--- config.mk ---
export PLATFORM = sky130hd
export DESIGN_NAME = bus_xfer_sequencer
export DESIGN_NICKNAME = d
export VERILOG_FILES = /design/src/rtl/bus_xfer_sequencer.sv
export SDC_FILE = /design/constraint.sdc
export NUM_CORES = 1
export LEC_CHECK = 0
export CAP_MARGIN = 20
export CELL_PAD_IN_SITES_DETAIL_PLACEMENT = 1
export CELL_PAD_IN_SITES_GLOBAL_PLACEMENT = 2
export CORE_ASPECT_RATIO = 1.25
export CORE_UTILIZATION = 32
export CTS_CLUSTER_SIZE = 25
export DETAILED_ROUTE_END_ITERATION = 8
export PLACE_DENSITY = 0.86
export SKIP_LAST_GASP = 1
export SLEW_MARGIN = 20
export SYNTH_ARGS = -nofsm -noshare
export SYNTH_HDL_FRONTEND = slang
export SYNTH_SLANG_ARGS = --single-unit
--- constraint.sdc ---
create_clock -name clock -period 3.15 [get_ports clock]
set_input_delay 0.315 -clock clock [delete_from_list [all_inputs] [get_ports clock]]
set_output_delay 0.315 -clock clock [all_outputs]
set_load 0.02 [all_outputs]
--- src/rtl/bus_xfer_sequencer.sv ---
// Queues register-transfer commands and sequences them onto a single-bus datapath:
// one DRIVE cycle per command, with an optional memory wait when the source is MDR.
module bus_xfer_sequencer #(
  parameter int FIFO_DEPTH  = 4,
  parameter int MEM_TIMEOUT = 16
) (
  input  logic        clock,
  input  logic        clear,
  input  logic        cmd_valid,
  output logic        cmd_ready,
  input  logic [4:0]  cmd_src,
  input  logic [4:0]  cmd_dst,
  output logic [23:0] bus_sel,
  output logic [23:0] load_en,
  output logic        mem_read,
  input  logic        mem_done,
  output logic        busy,
  output logic [2:0]  fifo_count,
  output logic        err_illegal,
  output logic        err_timeout,
  output logic [1:0]  state_dbg
);

  localparam int AW = $clog2(FIFO_DEPTH);
  localparam int TW = $clog2(MEM_TIMEOUT + 1);
  localparam logic [4:0] SRC_MDR = 5'd21;

  typedef enum logic [1:0] {IDLE = 2'd0, MEMWAIT = 2'd1, DRIVE = 2'd2} state_t;

  state_t          state;
  logic [4:0]      src_mem [FIFO_DEPTH];
  logic [4:0]      dst_mem [FIFO_DEPTH];
  logic [AW-1:0]   wr_ptr;
  logic [AW-1:0]   rd_ptr;
  logic [2:0]      count;
  logic [TW-1:0]   wait_cnt;

  logic            legal;
  logic            accept;
  logic            push;
  logic            pop;
  logic            timeout_hit;
  logic [4:0]      head_src;
  logic [4:0]      head_dst;
  logic [4:0]      next_head_src;
  logic            more_after_pop;

  // Handshake: a command transfers on any edge where cmd_valid && cmd_ready;
  // illegal commands are consumed by that handshake but never stored.
  assign cmd_ready   = clear && (count < 3'(FIFO_DEPTH));
  assign legal       = (cmd_src <= 5'd23) && (cmd_dst <= 5'd23);
  assign accept      = cmd_valid && cmd_ready;
  assign push        = accept && legal;

  assign head_src    = src_mem[rd_ptr];
  assign head_dst    = dst_mem[rd_ptr];
  assign timeout_hit = (state == MEMWAIT) && !mem_done && (wait_cnt == TW'(MEM_TIMEOUT - 1));
  assign pop         = (state == DRIVE) || timeout_hit;

  // The entry that becomes head after a DRIVE pop: either the next stored one
  // or, when the queue would otherwise run dry, the command pushed on this edge.
  assign more_after_pop = (count > 3'd1) || push;
  assign next_head_src  = (count > 3'd1) ? src_mem[rd_ptr + AW'(1)] : cmd_src;

  assign bus_sel    = (state == DRIVE) ? (24'd1 << head_src) : 24'd0;
  assign load_en    = (state == DRIVE) ? (24'd1 << head_dst) : 24'd0;
  assign mem_read   = (state == MEMWAIT);
  assign busy       = (count != 3'd0) || (state != IDLE);
  assign fifo_count = count;
  assign state_dbg  = state;

  always_ff @(posedge clock) begin
    if (push) begin
      src_mem[wr_ptr] <= cmd_src;
      dst_mem[wr_ptr] <= cmd_dst;
    end
  end

  always_ff @(posedge clock or negedge clear) begin
    if (!clear) begin
      state       <= IDLE;
      wr_ptr      <= '0;
      rd_ptr      <= '0;
      count       <= '0;
      wait_cnt    <= '0;
      err_illegal <= 1'b0;
      err_timeout <= 1'b0;
    end else begin
      if (push) wr_ptr <= wr_ptr + AW'(1);
      if (pop)  rd_ptr <= rd_ptr + AW'(1);
      count <= count + {2'b00, push} - {2'b00, pop};
      if (accept && !legal) err_illegal <= 1'b1;

      case (state)
        IDLE: begin
          wait_cnt <= '0;
          if (count != 3'd0) state <= (head_src == SRC_MDR) ? MEMWAIT : DRIVE;
        end
        MEMWAIT: begin
          if (mem_done) begin
            state <= DRIVE;
          end else if (timeout_hit) begin
            err_timeout <= 1'b1;
            state       <= IDLE;
          end else begin
            wait_cnt <= wait_cnt + TW'(1);
          end
        end
        DRIVE: begin
          wait_cnt <= '0;
          if (more_after_pop) state <= (next_head_src == SRC_MDR) ? MEMWAIT : DRIVE;
          else                state <= IDLE;
        end
        default: state <= IDLE;
      endcase
    end
  end

endmodule

Word level (Yosys, flattened, before mapping)
Memories as Yosys holds them, arrays and structs flattened.
Index checks and enable logic that the tools add are counted.
Word-level totals
  flip-flop bits (word level): 16
  latch bits: 0
  memory bits (writable): 40
  ROM bits: 0
  input bits: 14
  word-level logic and storage cells: 65
  memories kept: 2
Cells by class
  $add $sub $neg: 5
  multiply operators: 0
  divide/modulo/power cells: 0
  magnitude comparators: 4
  equality and inequality tests: 9
  shift-type cells: 2
  muxes and demuxes: 15
  bitwise logic cells: 1
  reductions and logical operators: 20
Memories
  dst_mem: depth 4, width 5, read ports 1, clocked after Yosys merged registers in 0, write ports 1, RTL line 32  | logic [4:0] dst_mem [FIFO_DEPTH];
  src_mem: depth 4, width 5, read ports 2, clocked after Yosys merged registers in 0, write ports 1, RTL line 31  | logic [4:0] src_mem [FIFO_DEPTH];
Operators by type and width (number)
  $mux 24: 2
  $shl 1x5->24 const A: 2
  $mux 5: 3
  $mux 2: 6
  $eq 5x5->1 const B: 2
  $le 5x5->1 const B: 2
  $pmux 5 s2: 1
  $logic_and 1x1->1: 7
  $ne 2x2->1 const B: 3
  $pmux 2 s3: 1
  $reduce_and 3->1: 2
  $add 5x1->5 const B: 1
  $eq 5x4->1 const B: 1
  $add 2x1->2 const B: 2
  $reduce_bool 2->1: 2
  $add 3x1->3: 1
  $gt 3x1->1 const B: 1
  $logic_or 1x1->1: 3
  $lt 3x3->1 const B: 1
  $ne 3x1->1 const B: 1
  $reduce_bool 3->1: 1
  $sub 3x1->3: 1
  $eq 2x1->1 const B: 1
  $eq 2x2->1 const B: 1
  other kinds (6): 8

Longest topological paths before layout
Gate-level depths: netlist of run 1.
  word-level depth: 7
  gate-level depth with buffers: 10

Least setup slack after synthesis of run 1
OpenSTA, ideal clock, no wires.
  kind: reg-to-reg
  start point: reg count[2], in the netlist fifo_count[2]
  end point: reg count[2], in the netlist fifo_count[2]
  library setup time: 0.123 ns
  arrival time: 2.324 ns
  path slack: 0.704 ns
  cell stages (with the launch flop): 10
  buffers on the path: 1
  clock period less this slack: 2.446 ns
  cells stage by stage: dfrtp_1 -> nor2b_1 -> and3_1 -> clkbuf_1 -> inv_1 -> ha_1 -> inv_1 -> ha_1 -> fa_1 -> xnor2_1
Between the ends
  longest elaborated chain between the ends: 6
RTL lines
  start, declared: RTL line 35  | logic [2:0] count;
  start signal, assigned: RTL line 91  | count <= count + {2'b00, push} - {2'b00, pop};
  $lt 3x3->1: RTL line 50  | assign cmd_ready = clear && (count < 3'(FIFO_DEPTH));
  $logic_and 1x1->1: RTL line 50
  net cmd_ready: RTL line 10  | output logic cmd_ready,
  $logic_and 1x1->1: RTL line 52  | assign accept = cmd_valid && cmd_ready;
  $logic_and 1x1->1: RTL line 53  | assign push = accept && legal;
  $add 3x1->3: RTL line 91
  $sub 3x1->3: RTL line 91
The timed path passes the listed nets, and every way through them passes these cells.
A chain may end at the register's enable or synchronous reset.

Worst setup path in the final report of run 1
  start point: reg rd_ptr[0]
  end point: out load_en[18]
Between the ends
  longest elaborated chain between the ends: 3
RTL lines
  start, declared: RTL line 34  | logic [AW-1:0] rd_ptr;
  start signal, assigned: RTL line 90  | if (pop) rd_ptr <= rd_ptr + AW'(1);
  $mem_v2 4x5
  $shl 1x5->24: RTL line 66  | assign load_en = (state == DRIVE) ? (24'd1 << head_dst) : 24'd0;
  $mux 24: RTL line 66
  end, declared: RTL line 14  | output logic [23:0] load_en,
Every way passes these cells.

==> flow_summary.toml, run 1 <==
[final_layout]
finalInstanceArea_sq_um = 3752
syn2layout_area_growth_pct = 32.52
drive_gt1_frac = 0.07395
stdcell_count = 431
nets = 335
regArea_sq_um = 1607
n_antenna_cell = 0
multi_input_area_sq_um = 1130
num-fill-cells = 964

[worst_hold_path]
hp-class = "in2async"

[cts]
cts_buffers = 5
cts_setup_buffers = 0
clk_latency_ns = 0.30
cts_resized = 1
holdBufCountCts = 0
clock_path_buffers = 2
cts_sinks = 56
cts_root_buffer = "clkbuf_8"
tritoncts = "done"
cts_max_level = 2
cts.clk_slew.worst_paths_ns = 0.09

[synthesis]
synth_top_cell_area_share = 0.4242
synth_edf_count = 40
synth.most_common_cell = "nor2_1"
synth-seq-area-share = 0.5656
synth_nets = 262
yosysTopAreaCell = "edfxtp_1"
ys_ff_latch = 56
yosys-top-cells-count = "56 x nor2_1, 40 x edfxtp_1, 18 x nand2_1"
synth.area.top_cells = "edfxtp_1 42%, dfrtp_1 14%, mux4_2 8.7%, nor2_1 7.4%, ha_1 4.4%"
syn-cell-area_sq_um = 2831
async_flop_share = 0.2857
synthCells = 237
syn_avg_cell_area_sq_um = 11.95
synth_ff_type = "edfxtp_1"
yosys_warnings = 0
ys_types = 44

[power]
switching_share = 0.3899
clkPwrFrac = 0.136
p_per_area_nw_per_um2 = 700.7
p_sw_uw = 1025
total_power_uw = 2629
ir_drop_mv = 0.2935
p_int_uw = 1604
cellLeakagePower_uw = 0.001311
seqPwrFrac = 0.387
p_comb_frac = 0.477

[drt]
drc = 0
wl_um = 6632
wire_per_inst_um = 15.39
dr.first_iter.drc_count = 92
detail_route.first_pass.iterations = 4
via_count = 2027
ant_nets = 0
viasPerCell = 4.703

[timing]
setup_tns_ns = 0
fin_skew_ns = 0.01168
finalSetupViolations = 0
hold_viol = 0
min_period_ns = 2.953
fmax_mhz = 338.7
final.setup.worst_slack_ns = 0.1971
slew_headroom = 0.4556
worst_pin_slew_ns = 0.8103
drv_slew = 0
fin_crit_sh = 0.9374
rsz0062_at_grt = "false"

[place]
dp_hpwl_um = 5263
port_buffers = 71
dpl_cell_area_sq_um = 3667
gp_congestion = 0.7969
placedCellCount = 423
dp_worst_setup_slack_ns = 0.2617

[critical_path]
critical-path-top-delay-family = "buffers and inverters"
end_kind = "output pin"
slowest_delay_ns = 0.63
crit_fanout = 6
crit_arrival_ns = 2.64
worst_setup_path_start_kind = "flop"
cp_num_buf_inv = 1
slowest_stage = "clkdlybuf4s50_1"
critPathKind = "reg2out"
path_cells = "mux4_2 > nor3b_1 > nand2b_1 > nor2_1 > clkdlybuf4s50_1"
worstPathRequired_ns = 2.83
rrSetupSlack_ns = 0.71

[floorplanning]
start_util = 0.3272
pin_count = 72
die_y_um = 107.2
die_area_sq_um = 9231
coreArea_sq_um = 8653
rows = 38
die_w_um = 86.14

[run_status]
status = "completed"

[global_route]
grt_antenna_before_repair = 0
grt_max_degree = 17
grt_pass1_wl_um = 10930
grt-ovfl-total = 0
grt_pass1_vias = 2087
grt_use_total = 0.1561

[run]
maxCapViolCount = 0
## layout by cell type (no fill, tap or decap), types with 2 or more instances in the layout
cell,count
ha_1,10
nand2_1,18
xnor2_1,4
nand3_1,3
and3_1,2
nor3b_1,2
dfrtp_1,14
clkdlybuf4s50_1,71
or2_1,2
mux4_2,11
and2_1,5
a21oi_1,2
nand4bb_1,3
inv_1,14
edfxtp_1,40
nand2b_1,8
xor2_1,3
clkbuf_1,2
nand4_1,2
nor2_1,56
buf_4,3
nor3_1,4
nor2b_1,3
clkbuf_8,5
## state kept, by name, indices dropped and copies added, names as in the netlist
| signal | count |
|---|---|
| dst_mem | 20 |
| err_illegal | 1 |
| err_timeout | 1 |
| fifo_count | 3 |
| rd_ptr | 2 |
| src_mem | 20 |
| state_dbg | 2 |
| wait_cnt | 5 |
| wr_ptr | 2 |
## per-stage QoR
stage	hold WS (ns)	utilization
floorplan	0.01941	-
global placement	0.4635	0.4238
detailed placement	0.4601	0.4238
CTS	0.4007	0.4332
global route	0.4077	0.4336
finish	0.3849	0.4336
## worst paths after layout
| kind | from | to | cells after the start |
|---|---|---|---|
| min in group clock | err_timeout | err_timeout | 1 |
| max in group asynchronous | clear | rd_ptr[1] | 2 |
| min reg2reg | err_timeout | err_timeout | 1 |
| min | clear | err_timeout | 2 |
| max reg2reg | wait_cnt[0] | fifo_count[2] | 10 |
| max | rd_ptr[0] | load_en[18] | 5 |
## power by group through the flow
stage,combinational (uW),clock (uW),sequential (uW)
6_report,1250,358,1020
2_1_floorplan,889,0,992
5_1_grt,1400,392,1040
4_1_cts,1280,368,1020
3_5_place_dp,1270,0,1030
3_3_place_gp,1240,0,1030
## layout make-up
type | instances | area share
tap | 120 | 0.04001
multi-input combinational | 159 | 0.3011
sequential | 56 | 0.4281
timing repair buffer | 74 | 0.1954
inverter | 14 | 0.01400
clock buffer | 7 | 0.02034
clock inverter | 1 | 0.001000
## metal layers
metal | track usage | vias up | part of all wire
met5 | 0 | - | 0
met4 | 0.05714 | 0 | 0.021
met3 | 0.01771 | 9 | 0.025
met2 | 0.2766 | 53 | 0.53
met1 | 0.1946 | 986 | 0.42
li1 | - | 979 | -
## kinds of logic (layout without fill, tap and decap cells)
logic type,Yosys count,after routing,synth area share
buffers and inverters,22,96,0.03535
AOI/OAI and AO/OA,15,15,0.03977
adders and majority gates,11,11,0.05126
and+or+nand+nor,114,114,0.1953
DFF,56,56,0.5656
xor gates and xnor gates,7,7,0.02165
muxes,12,12,0.09103
Note: power is estimated with default switching activity, not from simulation.
==> inputs of run 2 (changes only) <==
--- a/config.mk
+++ b/config.mk
@@ -13,6 +13,7 @@
 export CTS_CLUSTER_SIZE = 25
 export DETAILED_ROUTE_END_ITERATION = 8
 export PLACE_DENSITY = 0.86
+export SKIP_CTS_REPAIR_TIMING = 1
 export SKIP_LAST_GASP = 1
 export SLEW_MARGIN = 20
 export SYNTH_ARGS = -nofsm -noshare
==> results of run 2 <==
Final layout, timing and power as in run 1 (identical DEF).
